File: config.mk
export PLATFORM = sky130hd
export DESIGN_NAME = alu_arbiter_flat
export DESIGN_NICKNAME = d
export VERILOG_FILES = /design/src/rtl/alu_arbiter_if.sv /design/src/rtl/alu_arbiter.sv /design/src/flat_wrapper.sv
export SDC_FILE = /design/constraint.sdc
export NUM_CORES = 1
export LEC_CHECK = 0
export ABC_AREA = 1
export CAP_MARGIN = 10
export CORE_UTILIZATION = 45
export DETAILED_ROUTE_END_ITERATION = 12
export PLACE_DENSITY = 0.91
export SLEW_MARGIN = 20
export SYNTH_ARGS = -nofsm -noshare
export SYNTH_HDL_FRONTEND = slang
export SYNTH_SLANG_ARGS = --single-unit
File: constraint.sdc
create_clock -name clk -period 5.1 [get_ports clk]
set_input_delay 1.53 -clock clk [delete_from_list [all_inputs] [get_ports clk]]
set_output_delay 1.53 -clock clk [all_outputs]
set_load 0.005 [all_outputs]
File: src/rtl/alu_arbiter_if.sv
// Requester-side channels of the shared-ALU arbiter: two request/response pairs.
// The arbiter takes the slave modport, the requesters' side is the master modport.
interface alu_arbiter_if #(
    parameter int WIDTH = 8
) ();
    logic             req0_valid;
    logic             req0_ready;
    logic [WIDTH-1:0] req0_a;
    logic [WIDTH-1:0] req0_b;
    logic [3:0]       req0_funsel;
    logic             resp0_valid;
    logic             resp0_ready;
    logic [WIDTH-1:0] resp0_result;
    logic [3:0]       resp0_flags;

    logic             req1_valid;
    logic             req1_ready;
    logic [WIDTH-1:0] req1_a;
    logic [WIDTH-1:0] req1_b;
    logic [3:0]       req1_funsel;
    logic             resp1_valid;
    logic             resp1_ready;
    logic [WIDTH-1:0] resp1_result;
    logic [3:0]       resp1_flags;

    modport slave (
        input  req0_valid, req0_a, req0_b, req0_funsel, resp0_ready,
        input  req1_valid, req1_a, req1_b, req1_funsel, resp1_ready,
        output req0_ready, resp0_valid, resp0_result, resp0_flags,
        output req1_ready, resp1_valid, resp1_result, resp1_flags
    );

    modport master (
        output req0_valid, req0_a, req0_b, req0_funsel, resp0_ready,
        output req1_valid, req1_a, req1_b, req1_funsel, resp1_ready,
        input  req0_ready, resp0_valid, resp0_result, resp0_flags,
        input  req1_ready, resp1_valid, resp1_result, resp1_flags
    );
endinterface

File: src/rtl/alu_arbiter.sv
// Round-robin sharing of one ALU between two requesters: accept one operation,
// hold the ALU inputs for ALU_LAT+1 cycles, then return result/flags to the winner.
module alu_arbiter #(
    parameter int WIDTH   = 8,
    parameter int ALU_LAT = 1
) (
    input  logic             clk,
    input  logic             reset,
    alu_arbiter_if.slave     rq,
    output logic [WIDTH-1:0] alu_a,
    output logic [WIDTH-1:0] alu_b,
    output logic [3:0]       alu_funsel,
    input  logic [WIDTH-1:0] alu_out,
    input  logic [3:0]       alu_flags,
    output logic             busy
);
    typedef enum logic [1:0] {
        ST_IDLE = 2'd0,
        ST_EXEC = 2'd1,
        ST_RESP = 2'd2
    } state_t;

    localparam logic [2:0] LAT_C = 3'(ALU_LAT);

    state_t           state_r;
    state_t           state_s;
    logic             last_grant_r;
    logic             owner_r;
    logic [2:0]       cnt_r;
    logic             grant_s;
    logic             accept_s;
    logic             exec_done_s;
    logic             resp_take_s;
    logic [1:0]       resp_valid_r;
    logic [WIDTH-1:0] resp_result_r [2];
    logic [3:0]       resp_flags_r  [2];

    // Round-robin grant: a lone requester wins, a tie goes to the one not served last.
    always_comb begin
        grant_s = 1'b0;
        if (rq.req0_valid && rq.req1_valid) begin
            grant_s = ~last_grant_r;
        end else if (rq.req1_valid) begin
            grant_s = 1'b1;
        end else begin
            grant_s = 1'b0;
        end
    end

    assign rq.req0_ready = (state_r == ST_IDLE) && rq.req0_valid && !grant_s;
    assign rq.req1_ready = (state_r == ST_IDLE) && rq.req1_valid &&  grant_s;
    assign accept_s      = rq.req0_ready || rq.req1_ready;
    assign exec_done_s   = (state_r == ST_EXEC) && (cnt_r == LAT_C);
    assign resp_take_s   = (state_r == ST_RESP) &&
                           (owner_r ? rq.resp1_ready : rq.resp0_ready);

    // Next-state decode.
    always_comb begin
        state_s = state_r;
        case (state_r)
            ST_IDLE: begin
                if (accept_s) begin
                    state_s = ST_EXEC;
                end else begin
                    state_s = ST_IDLE;
                end
            end
            ST_EXEC: begin
                if (exec_done_s) begin
                    state_s = ST_RESP;
                end else begin
                    state_s = ST_EXEC;
                end
            end
            ST_RESP: begin
                if (resp_take_s) begin
                    state_s = ST_IDLE;
                end else begin
                    state_s = ST_RESP;
                end
            end
            default: state_s = ST_IDLE;
        endcase
    end

    // State register.
    always_ff @(posedge clk) begin
        if (reset) begin
            state_r <= ST_IDLE;
        end else begin
            state_r <= state_s;
        end
    end

    // Operation capture, ownership and latency counter; ALU inputs hold while idle.
    always_ff @(posedge clk) begin
        if (reset) begin
            last_grant_r <= 1'b1;
            owner_r      <= 1'b0;
            cnt_r        <= 3'd0;
            alu_a        <= '0;
            alu_b        <= '0;
            alu_funsel   <= 4'd0;
        end else if (accept_s) begin
            last_grant_r <= grant_s;
            owner_r      <= grant_s;
            cnt_r        <= 3'd0;
            alu_a        <= grant_s ? rq.req1_a      : rq.req0_a;
            alu_b        <= grant_s ? rq.req1_b      : rq.req0_b;
            alu_funsel   <= grant_s ? rq.req1_funsel : rq.req0_funsel;
        end else if ((state_r == ST_EXEC) && !exec_done_s) begin
            cnt_r <= cnt_r + 3'd1;
        end
    end

    // Response registers: sampled once at the end of EXEC, held until consumed.
    always_ff @(posedge clk) begin
        if (reset) begin
            resp_valid_r     <= 2'b00;
            resp_result_r[0] <= '0;
            resp_result_r[1] <= '0;
            resp_flags_r[0]  <= 4'd0;
            resp_flags_r[1]  <= 4'd0;
        end else if (exec_done_s) begin
            resp_valid_r[owner_r]  <= 1'b1;
            resp_result_r[owner_r] <= alu_out;
            resp_flags_r[owner_r]  <= alu_flags;
        end else if (resp_take_s) begin
            resp_valid_r[owner_r] <= 1'b0;
        end
    end

    assign rq.resp0_valid  = resp_valid_r[0];
    assign rq.resp1_valid  = resp_valid_r[1];
    assign rq.resp0_result = resp_result_r[0];
    assign rq.resp1_result = resp_result_r[1];
    assign rq.resp0_flags  = resp_flags_r[0];
    assign rq.resp1_flags  = resp_flags_r[1];
    assign busy            = (state_r != ST_IDLE);
endmodule

File: src/flat_wrapper.sv
// flat-port wrapper written by rule: the top's interface ports become plain ports
module alu_arbiter_flat 
#(
    parameter int WIDTH   = 8,
    parameter int ALU_LAT = 1
)
  (clk, reset, alu_a, alu_b, alu_funsel, alu_out, alu_flags, busy, rq_req0_valid, rq_req0_a, rq_req0_b, rq_req0_funsel, rq_resp0_ready, rq_req1_valid, rq_req1_a, rq_req1_b, rq_req1_funsel, rq_resp1_ready, rq_req0_ready, rq_resp0_valid, rq_resp0_result, rq_resp0_flags, rq_req1_ready, rq_resp1_valid, rq_resp1_result, rq_resp1_flags);
  alu_arbiter_if #(.WIDTH(WIDTH)) rq_i ();
  input  logic clk;
  input  logic reset;
  output logic [WIDTH-1:0] alu_a;
  output logic [WIDTH-1:0] alu_b;
  output logic [3:0] alu_funsel;
  input  logic [WIDTH-1:0] alu_out;
  input  logic [3:0] alu_flags;
  output logic busy;
  input wire logic [$bits(rq_i.req0_valid)-1:0] rq_req0_valid;
  input wire logic [$bits(rq_i.req0_a)-1:0] rq_req0_a;
  input wire logic [$bits(rq_i.req0_b)-1:0] rq_req0_b;
  input wire logic [$bits(rq_i.req0_funsel)-1:0] rq_req0_funsel;
  input wire logic [$bits(rq_i.resp0_ready)-1:0] rq_resp0_ready;
  input wire logic [$bits(rq_i.req1_valid)-1:0] rq_req1_valid;
  input wire logic [$bits(rq_i.req1_a)-1:0] rq_req1_a;
  input wire logic [$bits(rq_i.req1_b)-1:0] rq_req1_b;
  input wire logic [$bits(rq_i.req1_funsel)-1:0] rq_req1_funsel;
  input wire logic [$bits(rq_i.resp1_ready)-1:0] rq_resp1_ready;
  output wire logic [$bits(rq_i.req0_ready)-1:0] rq_req0_ready;
  output wire logic [$bits(rq_i.resp0_valid)-1:0] rq_resp0_valid;
  output wire logic [$bits(rq_i.resp0_result)-1:0] rq_resp0_result;
  output wire logic [$bits(rq_i.resp0_flags)-1:0] rq_resp0_flags;
  output wire logic [$bits(rq_i.req1_ready)-1:0] rq_req1_ready;
  output wire logic [$bits(rq_i.resp1_valid)-1:0] rq_resp1_valid;
  output wire logic [$bits(rq_i.resp1_result)-1:0] rq_resp1_result;
  output wire logic [$bits(rq_i.resp1_flags)-1:0] rq_resp1_flags;
  assign rq_i.req0_valid = rq_req0_valid;
  assign rq_i.req0_a = rq_req0_a;
  assign rq_i.req0_b = rq_req0_b;
  assign rq_i.req0_funsel = rq_req0_funsel;
  assign rq_i.resp0_ready = rq_resp0_ready;
  assign rq_i.req1_valid = rq_req1_valid;
  assign rq_i.req1_a = rq_req1_a;
  assign rq_i.req1_b = rq_req1_b;
  assign rq_i.req1_funsel = rq_req1_funsel;
  assign rq_i.resp1_ready = rq_resp1_ready;
  assign rq_req0_ready = rq_i.req0_ready;
  assign rq_resp0_valid = rq_i.resp0_valid;
  assign rq_resp0_result = rq_i.resp0_result;
  assign rq_resp0_flags = rq_i.resp0_flags;
  assign rq_req1_ready = rq_i.req1_ready;
  assign rq_resp1_valid = rq_i.resp1_valid;
  assign rq_resp1_result = rq_i.resp1_result;
  assign rq_resp1_flags = rq_i.resp1_flags;
  alu_arbiter #(.WIDTH(WIDTH), .ALU_LAT(ALU_LAT)) u_core (.clk(clk), .reset(reset), .rq(rq_i), .alu_a(alu_a), .alu_b(alu_b), .alu_funsel(alu_funsel), .alu_out(alu_out), .alu_flags(alu_flags), .busy(busy));
endmodule
==> flow_summary_export.csv <==
group,metric,value,unit
outcome,status,"finished clean",
synthesis,yosysWarnings,0,
hold_path,hold_start,"u_core.alu_b[5]$_SDFFE_PP0N_",
detailed_routing,wl_per_cell,12.10,um
cts,clk_path_buf_depth,2,
detailed_routing,initialDrtViolationCount,86,
global_route,grt-ovfl-total,0,
setup_path,cp_cell_sequence,"clkdlybuf4s50_1 -> nand2_1 -> nand2_1 -> and3_1 -> clkdlybuf4s50_1",
floorplan,rows,26,
global_route,grtUsageMet1,0.2227,
cts,cts_setup_buffers,0,
sta,max_slew_margin,0.4991,
global_route,grt_start_max_net_pins,27,
global_route,antenna_found_initial,0,
hold_path,hold_class,"flip-flop to flip-flop",
detailed_routing,wl,5.552,mm
synthesis,yosysTopAreaCell,"edfxtp_1",
synthesis,synth-main-ff-cell,"dfxtp_1",
setup_path,endpoint_kind,"output port",
global_route,grtUsageTotal,0.1980,
synthesis,synth_cells,286,
synthesis,ys_seq_area_frac,0.5488,
synthesis,synth_top_area_frac,0.3040,
cts,worstSkewPairLatency,0.30,ns
detailed_routing,postRouteAntennaNets,0,
cells_and_area,final_cell_area,0.003523,sq mm
detailed_routing,viasPerCell,4.651,
floorplan,core_area,0.005075,sq mm
cts,clkSinkCount,53,
global_route,grt.busiest_layer,"met2",
setup_path,path_class,"primary input to output port",
cells_and_area,nFillCells,429,
synthesis,ys_seq_elements,53,
placed_design,dpl.hpwl,4.290,mm
placed_design,placed_area,0.003430,sq mm
setup_path,worstReg2RegStart,"u_core.cnt_r[0]$_SDFFE_PP0P_",
sta,fmax,0.2207,GHz
cts,cts_tree,"yes",
pwr,power.density,258.0,mW/mm^2
synthesis,synth_area_leaders,"edfxtp_1 30%, dfxtp_1 24%, nand2_1 16%",
setup_path,slowest_stage,"clkdlybuf4s50_1",
sta,timing_hold_violations_final,0,
detailed_routing,dr_total_vias,2135,
synthesis,syn_area_per_cell,8.290,sq um
cells_and_area,fin_nets,448,
cts,cts_buffers,5,
cts,hold_buffers,0,
cells_and_area,synthToLayoutAreaGrowth,48.60,%
setup_path,arrival,3.00,ns
global_route,grt_pass1_wl,8.369,mm
synthesis,synth_edf_count,24,
setup_path,r2r_slack,3.20,ns
sta,tns,0,ns
floorplan,die_area,0.005563,sq mm
cells_and_area,drive_above_1_share,0.05656,
sta,period_share,0.8885,
detailed_routing,drc,0,
sta,fin_skew,0.01300,ns
pwr,ir_drop,0.0001253,V
cts,clkTransAtPathRegs,0.10,ns
placed_design,port_buffers,106,
synthesis,synth_nets,346,
synthesis,syn_area,0.002371,sq mm
setup_path,path_max_fanout,5,
flow_run,cap_violations,0,
floorplan,die_w,74.59,um
sta,setup_viol,0,
setup_path,crit_required,3.57,ns
sta,worst_slew_pin_slew,0.7485,ns
cells_and_area,multi_input_area,859.6,sq um
detailed_routing,dr.pass1.iters,5,
synthesis,async_flop_share,0,
setup_path,crit_start,"rq_req0_valid",
floorplan,start_util,0.4672,
cts,ctsResizeCount,0,
pwr,p_leak,0.001578,uW
placed_design,gp_congestion,0.8287,
sta,rsz0062_at_grt,"false",
floorplan,die_y,74.59,um
cells_and_area,seqCellArea,0.001301,sq mm
global_route,gr-usage-met2,0.3634,
floorplan,io_pins,107,
synthesis,synth.most_common_cell,"nand2_1",
global_route,grt_pass1_vias,1916,
cells_and_area,antenna_cells,0,
synthesis,yosys-top-cells-count,"103 x nand2_1, 40 x nand3_1, 29 x dfxtp_1, 29 x nor2_1, 24 x edfxtp_1",
synthesis,synth_cell_type_count,22,
sta,slew_violations,0,
global_route,globalRouteMet3Util,0.06369,
setup_path,slowest_delay,0.56,ns
cts,ctsHtreeMaxLevel,2,
setup_path,startpoint_type,"primary input",
cts,cts_root_buf,"clkbuf_8",
sta,fin_crit,4.531,ns
routing by layer:
metal,wire length (um),up-vias,part of all wire
li1,-,1102,-
met1,2342,931,0.42
met2,2715,100,0.49
met3,474,2,0.085
met4,20,0,0.0036
met5,0,-,0
cell type report:
cell class / instances / area share
Sequential cell: 53 / 0.3693
Clock buffer: 5 / 0.01953
Timing Repair Buffer: 109 / 0.3075
Clock inverter: 3 / 0.007102
Multi-Input combinational cell: 193 / 0.2440
Inverter: 26 / 0.02770
Tap cell: 70 / 0.02486
report_power, final:
group / switching [uW] / total, uW / internal [uW]
Clock: 140 / 240 / 99.3
Sequential: 13.2 / 483 / 469
Combinational: 83.1 / 187 / 104
Total: 237 / 909 / 672
flip-flops by register name, indices dropped and copies added (netlist names), named ones only:
name and cells:
u_core.alu_funsel 4, u_core.owner_r 1, u_core.resp_flags_r 8, u_core.alu_a 8, u_core.last_grant_r 1, u_core.cnt_r 3, u_core.resp_result_r 16, u_core.alu_b 8
u_core.state_r 2
through the flow:
stage,util,setup WS (ns),total power [uW],cells,hold slack [ns]
finish,0.6943,0.5686,909.0,459,0.4792
global placement,0.6758,0.6073,675.5,451,0.4570
CTS,0.6943,0.5712,914.2,459,0.4798
floorplan,-,1.569,572.6,286,0.4333
detailed placement,0.6758,0.5674,680.6,451,0.4640
global route,0.6943,0.4756,951.7,459,0.5065
layout by cell type (no fill, tap or decap):
cell type	netlist	layout
buf_4	5	3
o21ai_0	2	2
nor2_2	2	2
inv_1	23	23
inv_2	3	3
dfxtp_1	29	29
edfxtp_1	24	24
nor2_8	1	1
clkinv_4	0	1
a21oi_1	6	6
o21ai_4	1	1
inv_6	0	1
nand3_1	40	40
nand2_1	103	103
clkdlybuf4s50_1	0	106
nor2_1	29	29
clkinvlp_4	0	1
nand2_2	3	3
xor2_1	1	1
o21ai_1	1	1
and3_1	1	1
nor2_4	1	1
clkbuf_8	0	5
ha_1	2	2
worst paths after layout:
kind,end,cells after the start
worst max-delay path,rq_req0_ready,5
worst min-delay path,u_core.alu_b[5]$_SDFFE_PP0N_,2
worst max register to register,u_core.resp_result_r[1][0]$_SDFFCE_PN0P_,7
worst min register to register,u_core.alu_b[5]$_SDFFE_PP0N_,2
kinds of logic (layout without fill, tap and decap cells):
| family | Yosys count | after routing | synth area share |
|---|---|---|---|
| compound gates | 10 | 10 | 0.02586 |
| flops | 53 | 53 | 0.5488 |
| xor+xnor | 1 | 1 | 0.003695 |
| simple gates | 180 | 180 | 0.3224 |
| buf+inv | 40 | 143 | 0.08865 |
| fa+ha+maj | 2 | 2 | 0.01055 |
worst max-delay path: cells and delay by family:
kind	cells	cell delay, ns
buffers and inverters	2	1.06
AND/OR/NAND/NOR	3	0.41
(Power assumes the default switching activity.)
